===== config.mk =====
export PLATFORM = sky130hd
export DESIGN_NAME = ov7670_config_seq
export DESIGN_NICKNAME = d
export VERILOG_FILES = /design/src/rtl/ov7670_config_seq.sv
export SDC_FILE = /design/constraint.sdc
export NUM_CORES = 1
export LEC_CHECK = 0
export ABC_AREA = 1
export BUFFER_PORTS_ARGS = -buffer_cell sky130_fd_sc_hd__clkbuf_2
export CORE_MARGIN = 10
export CORE_UTILIZATION = 45
export CTS_BUF_LIST = sky130_fd_sc_hd__clkbuf_4 sky130_fd_sc_hd__clkbuf_8
export DETAILED_ROUTE_END_ITERATION = 10
export GPL_TIMING_DRIVEN = 0
export PLACE_DENSITY = 0.74
export SYNTH_ARGS = -nofsm -noshare
export SYNTH_HDL_FRONTEND = slang
export SYNTH_SLANG_ARGS = --single-unit
export TNS_END_PERCENT = 50

===== constraint.sdc =====
create_clock -name clk -period 2.1 [get_ports clk]
set_input_delay 0.21 -clock clk [delete_from_list [all_inputs] [get_ports clk]]
set_output_delay 0.21 -clock clk [all_outputs]
set_load 0.03 [all_outputs]

===== src/rtl/ov7670_config_seq.sv =====
// ov7670_config_seq: walks the OV7670 configuration ROM and issues one SCCB register
// write per entry. FFF0 entries insert a delay, FFFF ends the table.
// Optional feature macro: CFG_NACK_RETRY_EN (retry a NACKed write up to MAX_RETRY times).
module ov7670_config_seq #(
    parameter int unsigned DELAY_CYCLES = 250_000,
    parameter int unsigned ADDR_W       = 5,
    parameter logic [7:0]  SCCB_ID      = 8'h42,
    parameter int unsigned MAX_RETRY    = 3
) (
    input  logic              clk,
    input  logic              reset,
    input  logic              start,
    output logic [ADDR_W-1:0] rom_addr,
    input  logic [15:0]       rom_data,
    output logic              sccb_valid,
    input  logic              sccb_ready,
    output logic [7:0]        sccb_id,
    output logic [7:0]        sccb_reg,
    output logic [7:0]        sccb_wdata,
    input  logic              sccb_done,
    input  logic              sccb_nack,
    output logic              busy,
    output logic              cfg_done,
    output logic              err
);

    typedef enum logic [2:0] {
        StFetch,
        StDecode,
        StSend,
        StWaitDone,
        StDelay,
        StDone
    } state_e;

    localparam logic [15:0]       MarkEnd   = 16'hFFFF;
    localparam logic [15:0]       MarkDelay = 16'hFFF0;
    localparam logic [ADDR_W-1:0] LastAddr  = '1;
    localparam int unsigned       CntW      = (DELAY_CYCLES > 1) ? $clog2(DELAY_CYCLES) : 1;
    localparam logic [CntW-1:0]   DelayLoad = CntW'(DELAY_CYCLES - 1);

    state_e            state_q, state_d;
    logic [ADDR_W-1:0] rom_addr_q, rom_addr_d;
    logic [7:0]        sccb_reg_q, sccb_reg_d;
    logic [7:0]        sccb_wdata_q, sccb_wdata_d;
    logic              err_q, err_d;
    logic [CntW-1:0]   delay_cnt_q, delay_cnt_d;
    logic              advance;

`ifdef CFG_NACK_RETRY_EN
    localparam int unsigned     RetryW   = (MAX_RETRY > 0) ? $clog2(MAX_RETRY + 1) : 1;
    localparam logic [RetryW-1:0] RetryMax = RetryW'(MAX_RETRY);

    logic [RetryW-1:0] retry_cnt_q, retry_cnt_d;

    // Retry counter register.
    always_ff @(posedge clk or posedge reset) begin
        if (reset) begin
            retry_cnt_q <= '0;
        end else begin
            retry_cnt_q <= retry_cnt_d;
        end
    end
`else
    // Retry limit has no meaning without the retry feature.
    logic unused_max_retry;
    assign unused_max_retry = ^MAX_RETRY;
`endif

    // Sequencer state and datapath registers.
    always_ff @(posedge clk or posedge reset) begin
        if (reset) begin
            state_q      <= StFetch;
            rom_addr_q   <= '0;
            sccb_reg_q   <= '0;
            sccb_wdata_q <= '0;
            err_q        <= 1'b0;
            delay_cnt_q  <= '0;
        end else begin
            state_q      <= state_d;
            rom_addr_q   <= rom_addr_d;
            sccb_reg_q   <= sccb_reg_d;
            sccb_wdata_q <= sccb_wdata_d;
            err_q        <= err_d;
            delay_cnt_q  <= delay_cnt_d;
        end
    end

    // Next-state logic; 'advance' funnels every entry completion through one place.
    always_comb begin
        state_d      = state_q;
        rom_addr_d   = rom_addr_q;
        sccb_reg_d   = sccb_reg_q;
        sccb_wdata_d = sccb_wdata_q;
        err_d        = err_q;
        delay_cnt_d  = delay_cnt_q;
        advance      = 1'b0;
`ifdef CFG_NACK_RETRY_EN
        retry_cnt_d  = retry_cnt_q;
`endif

        unique case (state_q)
            StFetch: begin
                state_d = StDecode;
            end
            StDecode: begin
                if (rom_data == MarkEnd) begin
                    state_d = StDone;
                end else if (rom_data == MarkDelay) begin
                    state_d     = StDelay;
                    delay_cnt_d = DelayLoad;
                end else begin
                    sccb_reg_d   = rom_data[15:8];
                    sccb_wdata_d = rom_data[7:0];
                    state_d      = StSend;
                end
            end
            StSend: begin
                if (sccb_ready) begin
                    state_d = StWaitDone;
                end
            end
            StWaitDone: begin
                if (sccb_done) begin
                    if (sccb_nack) begin
`ifdef CFG_NACK_RETRY_EN
                        if (retry_cnt_q == RetryMax) begin
                            err_d   = 1'b1;
                            advance = 1'b1;
                        end else begin
                            retry_cnt_d = retry_cnt_q + RetryW'(1);
                            state_d     = StSend;
                        end
`else
                        err_d   = 1'b1;
                        advance = 1'b1;
`endif
                    end else begin
                        advance = 1'b1;
                    end
                end
            end
            StDelay: begin
                if (delay_cnt_q == '0) begin
                    advance = 1'b1;
                end else begin
                    delay_cnt_d = delay_cnt_q - CntW'(1);
                end
            end
            StDone: begin
                if (start) begin
                    rom_addr_d = '0;
                    err_d      = 1'b0;
                    state_d    = StFetch;
                end
            end
            default: begin
                state_d = StFetch;
            end
        endcase

        // The last table slot ends the sequence instead of wrapping to 0.
        if (advance) begin
`ifdef CFG_NACK_RETRY_EN
            retry_cnt_d = '0;
`endif
            if (rom_addr_q == LastAddr) begin
                state_d = StDone;
            end else begin
                rom_addr_d = rom_addr_q + ADDR_W'(1);
                state_d    = StFetch;
            end
        end
    end

    assign rom_addr   = rom_addr_q;
    assign sccb_valid = (state_q == StSend);
    assign sccb_id    = SCCB_ID;
    assign sccb_reg   = sccb_reg_q;
    assign sccb_wdata = sccb_wdata_q;
    assign busy       = (state_q != StDone);
    assign cfg_done   = (state_q == StDone);
    assign err        = err_q;

endmodule


==> impl_metrics.py <==
metrics = {
    "critical_path": {
        "cp-end-kind": "flip-flop",
        "crit_buf_inv": 2,
        "cp.arrival_ps": 2040,
        "path_class": "flip-flop to flip-flop",
        "critPathMaxFanout": 10,
        "setup.worst_path.end": "delay_cnt_q[7]",
        "start_kind": "flip-flop",
        "worstRegToRegCells": 11,
        "crit_required_ps": 2340,
        "slowest_stage": "dfrtp_1",
        "worstSetupStartpoint": "delay_cnt_q[0]",
        "reg2reg_setup_slack_ps": 300,
        "crit-reg2reg-capture": "delay_cnt_q[7]",
        "critical_path.max_stage_delay_ps": 420,
        "r2r-start": "delay_cnt_q[0]",
        "path_delay_family": "simple AND/OR/NAND/NOR gates",
        "path_cells": "inv_1 > ha_1 > nand2_2 > nor2_8 > nand3_4 > nand2_4 > nand2_8 > nand2_8 > buf_12 > nand2_1 > nand2_1",
        "path_depth": 11,
    },
    "clock_tree": {
        "cts_buffer_depth": 2,
        "post_cts_resized": 0,
        "cts_buffers": 5,
        "clk_pin_slew_worst_paths_ps": 90,
        "cts_setup_buffers": 0,
        "htree_levels": 2,
        "cts_tree": "yes",
        "clock_latency_ps": 300,
        "clock-sinks": 43,
        "root_buffer": "clkbuf_8",
    },
    "finish": {
        "fillers": 572,
        "drive_above_1_share": 0.2111,
        "seqCellArea_sq_um": 1076,
        "diodes": 0,
        "nNetsFinal": 474,
        "largest_register_ffs": 18,
        "multi_input_area_sq_um": 1426,
        "syn_to_final_growth_pct": 18.92,
    },
    "global_routing": {
        "grt_busiest_layer": "met2",
        "met1_usage": 0.1595,
        "grt-ovfl-total": 0,
        "use_met2": 0.2345,
        "grt_start_max_net_pins": 32,
        "grt_pass1_vias": 2514,
        "grtUsageTotal": 0.1345,
        "use_met3": 0.03453,
        "antenna_found_initial": 0,
        "grt_first_pass_wirelength_mm": 11.18,
    },
    "synth": {
        "avgSynthCellArea_sq_um": 7.040,
        "synth-simple-area-share": 0.4498,
        "muxShareOfSynthArea": 0,
        "yosys_warnings": 0,
        "ys_seq_area_frac": 0.3940,
        "synth_xor_xnor_area_share": 0.01924,
        "netlist_area_sq_um": 2731,
        "synthAdderAreaFrac": 0.01374,
        "synth_top_family_by_area": "simple AND/OR/NAND/NOR gates",
        "synth.area.top_cells": "dfrtp_1 (39%), nand2_1 (22%), nand3_1 (7.5%)",
        "synth_compound_area_frac": 0.02840,
        "netlist_instances": 388,
        "synth.top_cell.area_share": 0.3940,
        "synth-seq-cells": 43,
        "synth_largest_area_cell": "dfrtp_1",
        "synth_cell_types": 32,
    },
    "power_and_ir_drop": {
        "clockPowerShare": 0.175,
        "p_leak_nw": 1.763,
        "cell_internal_pwr_mw": 2.406,
        "power_frac_comb": 0.513,
        "swShare": 0.4726,
        "peakVddDrop_mv": 0.8128,
        "power.density_nw_per_um2": 1404,
        "seqPwrFrac": 0.312,
        "p_switching_mw": 2.155,
    },
    "placement": {
        "gp_congestion": 0.8802,
        "io_buffers": 46,
        "post-dp-hpwl_mm": 4.777,
    },
    "drt": {
        "dr_total_vias": 2501,
        "dr.pass1.iters": 4,
        "viasPerCell": 4.764,
        "totalWireLength_mm": 6.301,
        "wl_per_cell_um": 12.00,
        "post-route-drc-count": 0,
        "ant_nets": 0,
        "drt_iter0_drc": 108,
    },
    "timing": {
        "rsz0062_at_grt": "no",
        "timing.hold.ws_ps": 118.9,
        "skew_ps": 6.865,
        "setup_violations": 0,
        "max_freq_ghz": 0.5557,
        "min_period_ps": 1800,
        "setup_tns_ps": 0,
        "finalHoldViolCount": 0,
        "period_share": 0.8570,
        "finalMaxSlewViolations": 0,
    },
    "outcome": {
        "status": "completed",
    },
    "floorplanning": {
        "start_util": 0.4613,
        "die_area_sq_um": 9586,
        "fp.dieH_um": 97.91,
        "ios": 55,
        "rows": 28,
        "die_x_um": 97.91,
        "core_sq_um": 5921,
    },
    "min_path": {
        "worstHoldPathType": "input port to flip-flop",
        "whs_path_depth": 3,
    },
    "job": {
        "maxCapViolCount": 0,
    },
}
==> final cells by class <==
cell class	count	share of cell area
repair buffers	48	0.08012
clock inverters	3	0.02196
flip-flops and latches	43	0.3313
multi-input cells	302	0.4391
clock buffers	5	0.02119
inverters	34	0.03929
well taps	75	0.02889
plain buffers	15	0.03814
==> worst min-delay path by stage <==
stage / start / end / slack [ps]
2_1_floorplan: rom_data[8] / sccb_reg[0] / 320
3_3_place_gp: rom_data[9] / sccb_reg[1] / 420
3_5_place_dp: reset / sccb_wdata[3] / 170
4_1_cts: rom_data[9] / sccb_reg[1] / 110
5_1_grt: rom_data[15] / sccb_reg[7] / 120
6_report: rom_data[9] / sccb_reg[1] / 120
==> Yosys cell counts, drive strengths merged <==
| cell | n |
|---|---|
| conb | 2 |
| o21a | 2 |
| dfrtp | 43 |
| inv | 34 |
| o21ai | 11 |
| nand3 | 44 |
| nand4 | 4 |
| xnor2 | 4 |
| ha | 3 |
| xor2 | 2 |
| nor2 | 47 |
| o21bai | 1 |
| nand3b | 2 |
| nand2 | 172 |
| nor3 | 2 |
| buf | 13 |
| clkbuf | 2 |
==> metal layers <==
| layer | part of all wire | vias up |
|---|---|---|
| met5 | 0 | - |
| met4 | 0.012 | 0 |
| met3 | 0.043 | 8 |
| met2 | 0.50 | 48 |
| met1 | 0.45 | 1132 |
| li1 | - | 1313 |
==> through the flow <==
| step | power (mW) | utilization | instance area [sq um] | cells | setup WS (ps) |
|---|---|---|---|---|---|
| global route | 4.965 | 0.5486 | 3248 | 525 | 146.3 |
| detailed placement | 3.788 | 0.5232 | 3098 | 516 | 323.8 |
| global placement | 3.725 | 0.5199 | 3078 | 515 | 254.2 |
| CTS | 4.613 | 0.5486 | 3248 | 525 | 287.4 |
| floorplan | 3.208 | - | 2754 | 394 | 198.9 |
| finish | 4.561 | 0.5486 | 3248 | 525 | 300.3 |
==> worst register-to-register path: cells and delay by family, from the launching register on <==
kind / cells / cell delay [ps]
adders and majority gates: 1 / 240
buffers and inverters: 2 / 220
DFF: 1 / 420
and+or+nand+nor: 8 / 860
==> layout by cell type (no fill, tap or decap), types with 2 or more instances in the layout <==
cell type	count
o21ai_0	9
nor2_1	45
nand3_2	2
clkbuf_8	5
clkbuf_2	47
nand2_8	2
conb_1	8
buf_6	2
nand2_4	2
o21ai_1	2
nand2_1	158
ha_1	3
buf_12	2
nand2_2	10
bufinv_16	2
buf_4	9
inv_2	5
nand3_1	41
o21a_1	2
inv_1	29
dfrtp_1	43
nand4_1	3
nand3b_1	2
xor2_1	2
xnor2_1	4
==> power groups by stage <==
stage	Clock [mW]	Combinational, mW	Sequential [mW]
after floorplan	0	1.42	1.79
after global placement	0	2.30	1.43
after detailed placement	0	2.35	1.43
after CTS	0.818	2.37	1.43
after global routing	0.846	2.64	1.48
final	0.797	2.34	1.43
==> logic make-up (layout without fill, tap and decap cells) <==
family,after synthesis,count (layout)
AND/OR/NAND/NOR,271,271
adder cells (fa/ha/maj),3,3
XOR/XNOR,6,6
other,2,8
flip-flops,43,43
buffers and inverters,49,105
AO/OA/AOI/OAI,14,14
==> repair_timing <==
item,in CTS,in global routing
setup endpoints to repair,0,0
hold endpoints to repair,12,0
hold buffers,1,0
No activity file was read; power rests on OpenSTA's default activity.
